===== config.mk =====
export PLATFORM = sky130hd
export DESIGN_NAME = wide_sub_sequencer
export DESIGN_NICKNAME = d
export VERILOG_FILES = /design/src/rtl/wide_sub_sequencer.sv
export SDC_FILE = /design/constraint.sdc
export NUM_CORES = 1
export LEC_CHECK = 0
export CORE_ASPECT_RATIO = 1.75
export CORE_UTILIZATION = 41
export DETAILED_ROUTE_END_ITERATION = 6
export GPL_TIMING_DRIVEN = 0
export PLACE_DENSITY = 0.67
export SYNTH_ARGS = -nofsm -noshare
export SYNTH_HDL_FRONTEND = slang
export SYNTH_SLANG_ARGS = --single-unit

===== constraint.sdc =====
create_clock -name clk -period 5.65 [get_ports clk]
set_clock_uncertainty 0.2 [all_clocks]
set_input_delay 0.565 -clock clk [delete_from_list [all_inputs] [get_ports clk]]
set_output_delay 0.565 -clock clk [all_outputs]
set_load 0.005 [all_outputs]

===== src/rtl/wide_sub_sequencer.sv =====
// Byte-serial wide subtractor: one 8-bit ripple slice, LSB first.
// Optional zero flag output when SUB_SEQ_ZERO_FLAG_EN is defined.

module sub8_ripple (
  input  logic [7:0] A,
  input  logic [7:0] B,
  input  logic       Bin,
  output logic [7:0] Diff,
  output logic       Bout
);

  logic [8:0] br;

  // borrow ripples from bit 0 up through bit 7
  always_comb begin
    br    = '0;
    Diff  = '0;
    br[0] = Bin;
    for (int i = 0; i < 8; i++) begin
      Diff[i]  = A[i] ^ B[i] ^ br[i];
      br[i+1]  = (~A[i] & B[i])
               | (~(A[i] ^ B[i]) & br[i]);
    end
    Bout = br[8];
  end

endmodule

module wide_sub_sequencer #(
  parameter int NBYTES = 4,
  localparam int W = 8 * NBYTES
) (
  input  logic         clk,
  input  logic         rst_n,
  input  logic         in_valid,
  output logic         in_ready,
  input  logic [W-1:0] a,
  input  logic [W-1:0] b,
  input  logic         bin,
  output logic         out_valid,
  input  logic         out_ready,
  output logic [W-1:0] diff,
  output logic         bout,
`ifdef SUB_SEQ_ZERO_FLAG_EN
  output logic         zero,
`endif
  output logic         busy
);

  localparam int IW = (NBYTES > 1) ? $clog2(NBYTES) : 1;
  localparam logic [IW-1:0] LAST = IW'(NBYTES - 1);

  typedef enum logic [1:0] {
    IDLE,
    RUN,
    DONE
  } state_t;

  state_t        state_q;
  state_t        state_d;
  logic [W-1:0]  a_q;
  logic [W-1:0]  b_q;
  logic [W-1:0]  diff_q;
  logic          brw_q;
  logic          bout_q;
  logic          ovalid_q;
  logic [IW-1:0] idx_q;
  logic [7:0]    sa;
  logic [7:0]    sb;
  logic [7:0]    sd;
  logic          so;
  logic          last;

  assign last = (idx_q == LAST);
  assign sa   = a_q[{idx_q, 3'b000} +: 8];
  assign sb   = b_q[{idx_q, 3'b000} +: 8];

  sub8_ripple u_sub (
    .A    (sa),
    .B    (sb),
    .Bin  (brw_q),
    .Diff (sd),
    .Bout (so)
  );

  // state register
  always_ff @(posedge clk or negedge rst_n) begin
    if (!rst_n) state_q <= IDLE;
    else        state_q <= state_d;
  end

  // next-state: accept, walk slices, wait for consumer
  always_comb begin
    state_d = state_q;
    unique case (state_q)
      IDLE:    if (in_valid) state_d = RUN;
      RUN:     if (last)     state_d = DONE;
      DONE:    if (out_ready) state_d = IDLE;
      default: state_d = IDLE;
    endcase
  end

  // operand latch, per-slice result write and borrow chain
  always_ff @(posedge clk or negedge rst_n) begin
    if (!rst_n) begin
      a_q      <= '0;
      b_q      <= '0;
      diff_q   <= '0;
      brw_q    <= 1'b0;
      bout_q   <= 1'b0;
      ovalid_q <= 1'b0;
      idx_q    <= '0;
    end else begin
      unique case (state_q)
        IDLE: begin
          if (in_valid) begin
            a_q    <= a;
            b_q    <= b;
            brw_q  <= bin;
            idx_q  <= '0;
            diff_q <= '0;
          end
        end
        RUN: begin
          diff_q[{idx_q, 3'b000} +: 8] <= sd;
          brw_q <= so;
          if (last) begin
            idx_q    <= '0;
            bout_q   <= so;
            ovalid_q <= 1'b1;
          end else begin
            idx_q <= idx_q + 1'b1;
          end
        end
        DONE: begin
          if (out_ready) ovalid_q <= 1'b0;
        end
        default: ;
      endcase
    end
  end

`ifdef SUB_SEQ_ZERO_FLAG_EN
  logic zero_q;

  // sticky AND of per-slice zero results
  always_ff @(posedge clk or negedge rst_n) begin
    if (!rst_n) begin
      zero_q <= 1'b0;
    end else begin
      unique case (state_q)
        IDLE:    if (in_valid) zero_q <= 1'b1;
        RUN:     zero_q <= zero_q & (sd == 8'h00);
        DONE:    if (out_ready) zero_q <= 1'b0;
        default: ;
      endcase
    end
  end

  assign zero = zero_q;
`endif

  assign in_ready  = rst_n & (state_q == IDLE);
  assign out_valid = ovalid_q;
  assign diff      = diff_q;
  assign bout      = bout_q;
  assign busy      = (state_q != IDLE);

endmodule


* After elaboration in Yosys (flattened, before gate mapping)
Cells that the tools add are included.
Word-level totals: bits in registers 103, latch bits 0, RAM bits 0, bits in read-only memories 0, input bits 69, output and inout bits 36, word-level logic and storage cells 101, memories 0
Operators by class: $add $sub $neg 2, $mul 0, divide/modulo/power cells 0, order comparisons 0, equal/unequal tests 6, shift operators 4, mux-type cells 15, bitwise logic cells 57, reduce and logical (&&, ||, !) cells 9
Operators with widths (number):
- 32-bit one-hot mux with 2 select lines | 1
- 32-bit by 6-bit indexed part select with 8-bit output | 2
- 32-bit bitwise mux | 1
- 32-bit 2-to-1 mux | 1
- 8-bit by 7-bit variable shift with 32-bit output, first input constant | 1
- 8-bit by 7-bit indexed part select with 32-bit output | 1
- 1-bit AND | 17
- 1-bit NOT | 16
- 1-bit XOR | 16
- 2-bit 2-to-1 mux | 5
- 1-bit bitwise OR | 8
- 5-bit negator with 7-bit output | 1
- 2-bit != test, second input constant | 3
- 2-bit one-hot mux with 3 select lines | 1
- 2-bit AND reduction | 3
- 3-bit AND reduction | 2
- 2-bit nonzero test | 3
- 2-bit equality test, second input constant | 2
- 1-bit one-hot mux with 2 select lines | 2
- 2-bit one-hot mux with 2 select lines | 1
- 1-bit 2-to-1 mux | 3
- 2-bit by 1-bit adder with 2-bit output, second input constant | 1
- 2-bit by 1-bit equality test with 1-bit output, second input constant | 1
- 2-bit zero test | 1

* Logic depth before layout (Yosys ltp)
Gate-level depths: netlist (run 1).
depth in word-level cells 21, gate-level depth with buffers 15

* Hierarchy
A second synthesis (run 1) with hierarchy kept.
Unflattened totals: cells, all modules 301, area total of the unflattened synthesis 4630.7 sq um
By module, submodules not included:
- wide_sub_sequencer | instances 1, cells an instance 275, area each 4403.0 sq um, seq. area each 2577.5 sq um
- sub8_ripple | instances 1, cells an instance 26, area each 227.7 sq um, seq. area each 0.0 sq um

* Worst setup path before layout (run 1)
OpenSTA, ideal clock, no wires.
path kind flip-flop to flip-flop, from register idx_q[0], to register diff_q[15], in the netlist diff[15], library setup time 0.067 ns, arrival time 4.425 ns, required time 5.383 ns, slack 0.958 ns, cell stages (with the launch flop) 16, buffers on the path 1, clock period less this slack 4.692 ns, cell sequence dfrtp_1 > buf_2 > mux4_2 > inv_1 > fa_1 > inv_1 > fa_1 > fa_1 > fa_1 > fa_1 > fa_1 > fa_1 > inv_1 > fa_1 > inv_1 > a22o_1
Between the ends: word-level cells in the longest chain between the ends 21
RTL lines:
- from (decl) | line 67 | logic [IW-1:0] idx_q;
- from (signal assigned) | line 132 | idx_q <= idx_q + 1'b1;
- 32-bit by 6-bit indexed part select with 8-bit output, on equally long branches | line 75, 76
- 1-bit XOR | line 20, 22
- 1-bit NOT | line 22 | | (~(A[i] ^ B[i]) & br[i]);
- 1-bit AND | line 22
- 1-bit bitwise OR | line 22
- 1-bit AND | line 22
- 1-bit bitwise OR | line 22
- 1-bit AND | line 22
- (+5 left out)
- 1-bit AND | line 22
- 1-bit bitwise OR | line 22
- 1-bit AND | line 22
- 1-bit bitwise OR | line 22
- 1-bit XOR | line 20 | Diff[i] = A[i] ^ B[i] ^ br[i];
- 8-bit by 7-bit indexed part select with 32-bit output | line 125 | diff_q[{idx_q, 3'b000} +: 8] <= sd;
- 32-bit bitwise mux * | line 125
- 32-bit one-hot mux with 2 select lines * | line 114 | unique case (state_q)
- to (signal assigned) | line 108 | diff_q <= '0;
- to (signal assigned) | line 121 | diff_q <= '0;
- to (signal, indexed assignment) | line 125
- to (decl) | line 63 | logic [W-1:0] diff_q;
Mark *: on every way between the ends. The rest lies on a longest branch, timed or not. A chain may end at the register's enable or synchronous reset.

* Worst setup path after layout (run 1)
from register idx_q[1], to register diff_q[31], in the netlist diff[31]
The elaborated chain is that of the path after synthesis.

==> key figures, run 1 <==
Global route
  – Wire length of the first global-routing pass: 16.7 mm
  – Total track usage: roughly a fifth
  – Number of antenna violations at the first check in global routing: 0
  – Via count of the first global-routing pass: around 3100
  – Global-route congestion overflow total: 0
  – Largest net degree at the start of global routing: 65

Floorplanning
  – Initial Utilization: between 40% and 50%
  – Full die area: about 0.012 sq mm
  – Standard-cell rows: 51
  – Y dimension of the die: between 100 and 150 um
  – Placeable core area: roughly 0.011 sq mm
  – Die extent in x: a little over 80 um
  – Number of placed I/O pins: 105

Clock tree
  – Clock insertion delay at the later pin of the skew report: ~0.35 ns
  – Clock transition at path regs: about 0.070 ns
  – Maximum level of the CTS H-tree: 3
  – Clock buffers created by TritonCTS: 9
  – Root Buffer: sky130_fd_sc_hd__clkbuf_16
  – Clock tree from TritonCTS: yes
  – # clock sinks: approximately 100
  – Post-CTS Setup Bufs: 0
  – Post-cts resize count: 0
  – Number of buffers inserted for hold repair after clock tree synthesis: 0
  – Maximum number of buffers from clock root to sink: 2

Critical path
  – Peak per-stage delay on the critical path: around 0.52 ns
  – Reg-to-reg startpoint: idx_q[1]$_DFFE_PN0P_
  – Cells along the critical path: clkbuf_1, buf_2, mux4_2, fa_1, inv_1, fa_1, fa_1, fa_1, fa_1, fa_1, fa_1, inv_1, fa_1, inv_1, a22o_1
  – Cell with the largest stage delay on the worst path: sky130_fd_sc_hd__clkbuf_1
  – Cell count of the worst reg-to-reg path: 15
  – Number of buffer and inverter stages on the critical path: 5
  – CP Class: flop to flop
  – CP Launch Type: flop
  – Endpoint arrival time on the critical path: 5.22 ns
  – Most prevalent standard cell on the critical path: sky130_fd_sc_hd__fa_1
  – Critical path required time: 5.74 ns
  – Worst-path maximum fanout: 10
  – Kind of end point of the critical path: flop
  – Category of cells accounting for the largest share of critical-path delay: adder cells
  – Reg-to-Reg End: diff[31]$_DFFE_PN0P_
  – Worst R2R Setup Slack: 0.52 ns

Timing
  – Setup-violating endpoint count in the final report: 0
  – Total count of max-transition violations in the final report: 0
  – Slew HR: 56.8%
  – Fmax: a little under 0.2 GHz
  – Shortest clock period the worst path allows after layout: roughly 5.1 ns
  – Setup ws final: approximately 0.52 ns
  – Post-Route Setup TNS: 0 ns
  – Hold violation total from the final report: 0
  – Tightest Pin Transition: ~0.65 ns
  – Worst hold margin: slightly below 0.0007 ns
  – Final cycle utilization of the critical path: approximately nine tenths
  – Unrepaired setup endpoints after global routing: false

Layout
  – Final net count: between 400 and 500
  – Share of cells above drive strength 1: a little over a quarter
  – Area delta synth->final: 32.8%
  – Commonest cells after routing, fill and taps aside: sky130_fd_sc_hd__dfrtp_1 (103), sky130_fd_sc_hd__clkdlybuf4s50_1 (103), sky130_fd_sc_hd__mux2_2 (60)
  – Number of antenna repair diodes: 0
  – Fill cell count: about 930
  – End-of-flow core utilization: 55.7%

Route
  – Initial DRC count: between 70 and 80
  – Per-cell via count in the routed design: about 5.3
  – Router iterations before antenna repair: 4
  – Wire length reported by the detailed router: 10.6 mm
  – Routed via count: around 2900
  – Count of unresolved DRC violations after routing: 0
  – Remaining antenna violation count: 0
  – Wire per inst: between 15 and 20 um

Place
  – Worst slack at placement: ~0.54 ns
  – DP HPWL: ~8 mm
  – Port buffer count: around 100
  – Placer's final routability congestion estimate: around 0.76

Job
  – Max-capacitance violation count: 0

Synth
  – Sequential fraction of the synthesis area: a little under three fifths
  – Count of unique library cells instantiated by Yosys: 25
  – Seq cells post-synth: about 100
  – Number of enable-type register cells in the synthesized netlist: 0
  – Mean Syn Cell Area: 15.7 sq um
  – Cells after Synth: 295
  – Commonest register cell after synthesis: sky130_fd_sc_hd__dfrtp_1
  – Cell area after synthesis: approximately 0.0046 sq mm
  – Synth warnings: 0
  – Net count after synthesis: 376
  – Fraction of synthesis flops using an asynchronous set or reset pin: 100%

Pwr
  – Power Density: 605 mW/mm^2
  – Leak: ~0.0026 uW
  – Highest ir drop seen on vdd: 0.327 mV

Worst hold path
  – Kind of path behind the tightest hold check: input pin to async pin

Run status
  – Status: finished clean
## state kept, by name (all words and copies together) (netlist names)
register	flops
diff	32
a_q	32
b_q	32
idx_q	2
bout	1
state_q	2
brw_q	1
out_valid	1
## power by group
group / leakage (uW) / internal [uW] / switching, uW
clock network: 0.000143 / 335 / 265
registers: 0.00128 / 1070 / 182
logic: 0.00121 / 970 / 901
## worst max-delay path by stage
stage	from	end	slack [ns]	cells past startpoint
4_1_cts	idx_q[0]$_DFFE_PN0P_	diff[23]$_DFFE_PN0P_	0.52	15
3_3_place_gp	rst_n	in_ready	-0.31	4
6_report	idx_q[1]$_DFFE_PN0P_	diff[31]$_DFFE_PN0P_	0.52	15
2_1_floorplan	idx_q[0]$_DFFE_PN0P_	diff[15]$_DFFE_PN0P_	0.96	15
5_1_grt	idx_q[1]$_DFFE_PN0P_	diff[31]$_DFFE_PN0P_	0.31	15
3_5_place_dp	idx_q[1]$_DFFE_PN0P_	diff[23]$_DFFE_PN0P_	0.54	15
## worst register-to-register path, stage by stage (launching register included)
cell,delay [ns]
sky130_fd_sc_hd__dfrtp_1,0.38
sky130_fd_sc_hd__clkbuf_1,0.52
sky130_fd_sc_hd__buf_2,0.38
sky130_fd_sc_hd__mux4_2,0.27
sky130_fd_sc_hd__fa_1,0.17
sky130_fd_sc_hd__inv_1,0.05
sky130_fd_sc_hd__fa_1,0.38
sky130_fd_sc_hd__fa_1,0.39
sky130_fd_sc_hd__fa_1,0.39
sky130_fd_sc_hd__fa_1,0.38
sky130_fd_sc_hd__fa_1,0.41
sky130_fd_sc_hd__fa_1,0.37
sky130_fd_sc_hd__inv_1,0.07
sky130_fd_sc_hd__fa_1,0.42
sky130_fd_sc_hd__inv_1,0.14
sky130_fd_sc_hd__a22o_1,0.15
## final cells by class
class	count	area [sq um]	share of cell area, %
well taps	132	165	2.69
multi-input cells	163	1890	30.8
flip-flops and latches	103	2580	41.9
inverters	17	63.8	1.04
clock buffers	14	274	4.45
repair buffers	105	1070	17.3
plain buffers	12	96.3	1.57
clock inverters	2	13.8	0.224
## cell families (layout without fill, tap and decap cells)
kind of cell | Yosys count | in the layout | synth area share (%)
AOI/OAI and AO/OA | 44 | 44 | 7.86
adders and majority gates | 12 | 12 | 4.54
buffers and inverters | 29 | 150 | 3.46
DFF | 103 | 103 | 55.6
muxes | 81 | 81 | 23.6
and+or+nand+nor | 26 | 26 | 4.92
## metal layers
layer / track usage (%) / routed length, um / vias up
met5: 0 / 0 / -
met4: 7.85 / 231 / 0
met3: 3.72 / 433 / 16
met2: 36.7 / 5930 / 87
met1: 22.1 / 3970 / 1491
li1: - / - / 1314
## cells in the mapped netlist (3+ instances only)
| cell type | number | area, sq um |
|---|---|---|
| sky130_fd_sc_hd__a21o_1 | 4 | 30.0 |
| sky130_fd_sc_hd__a21oi_1 | 3 | 15.0 |
| sky130_fd_sc_hd__a22o_1 | 32 | 280 |
| sky130_fd_sc_hd__buf_2 | 5 | 25.0 |
| sky130_fd_sc_hd__buf_6 | 6 | 67.6 |
| sky130_fd_sc_hd__dfrtp_1 | 103 | 2580 |
| sky130_fd_sc_hd__fa_1 | 8 | 160 |
| sky130_fd_sc_hd__ha_1 | 4 | 50.1 |
| sky130_fd_sc_hd__inv_1 | 17 | 63.8 |
| sky130_fd_sc_hd__mux2_1 | 5 | 56.3 |
| sky130_fd_sc_hd__mux2_2 | 60 | 676 |
| sky130_fd_sc_hd__mux4_2 | 16 | 360 |
| sky130_fd_sc_hd__nand2_1 | 9 | 33.8 |
| sky130_fd_sc_hd__nand2b_1 | 4 | 25.0 |
| sky130_fd_sc_hd__nor2_1 | 5 | 18.8 |
| sky130_fd_sc_hd__nor4b_4 | 4 | 95.1 |
## stage by stage
stage,cell area (sq um),std cells,total power [uW]
2_1_floorplan,4630,295,2500
3_3_place_gp,5840,531,3090
3_5_place_dp,5860,532,3150
4_1_cts,6150,548,3760
5_1_grt,6150,548,3980
6_report,6150,548,3720
(Power assumes the default switching activity.)
==> run 2: changes to the inputs <==
CAP_MARGIN = 15   (was unset)
==> results of run 2 <==
The final DEF is identical to that of run 1; final timing and power are the same.
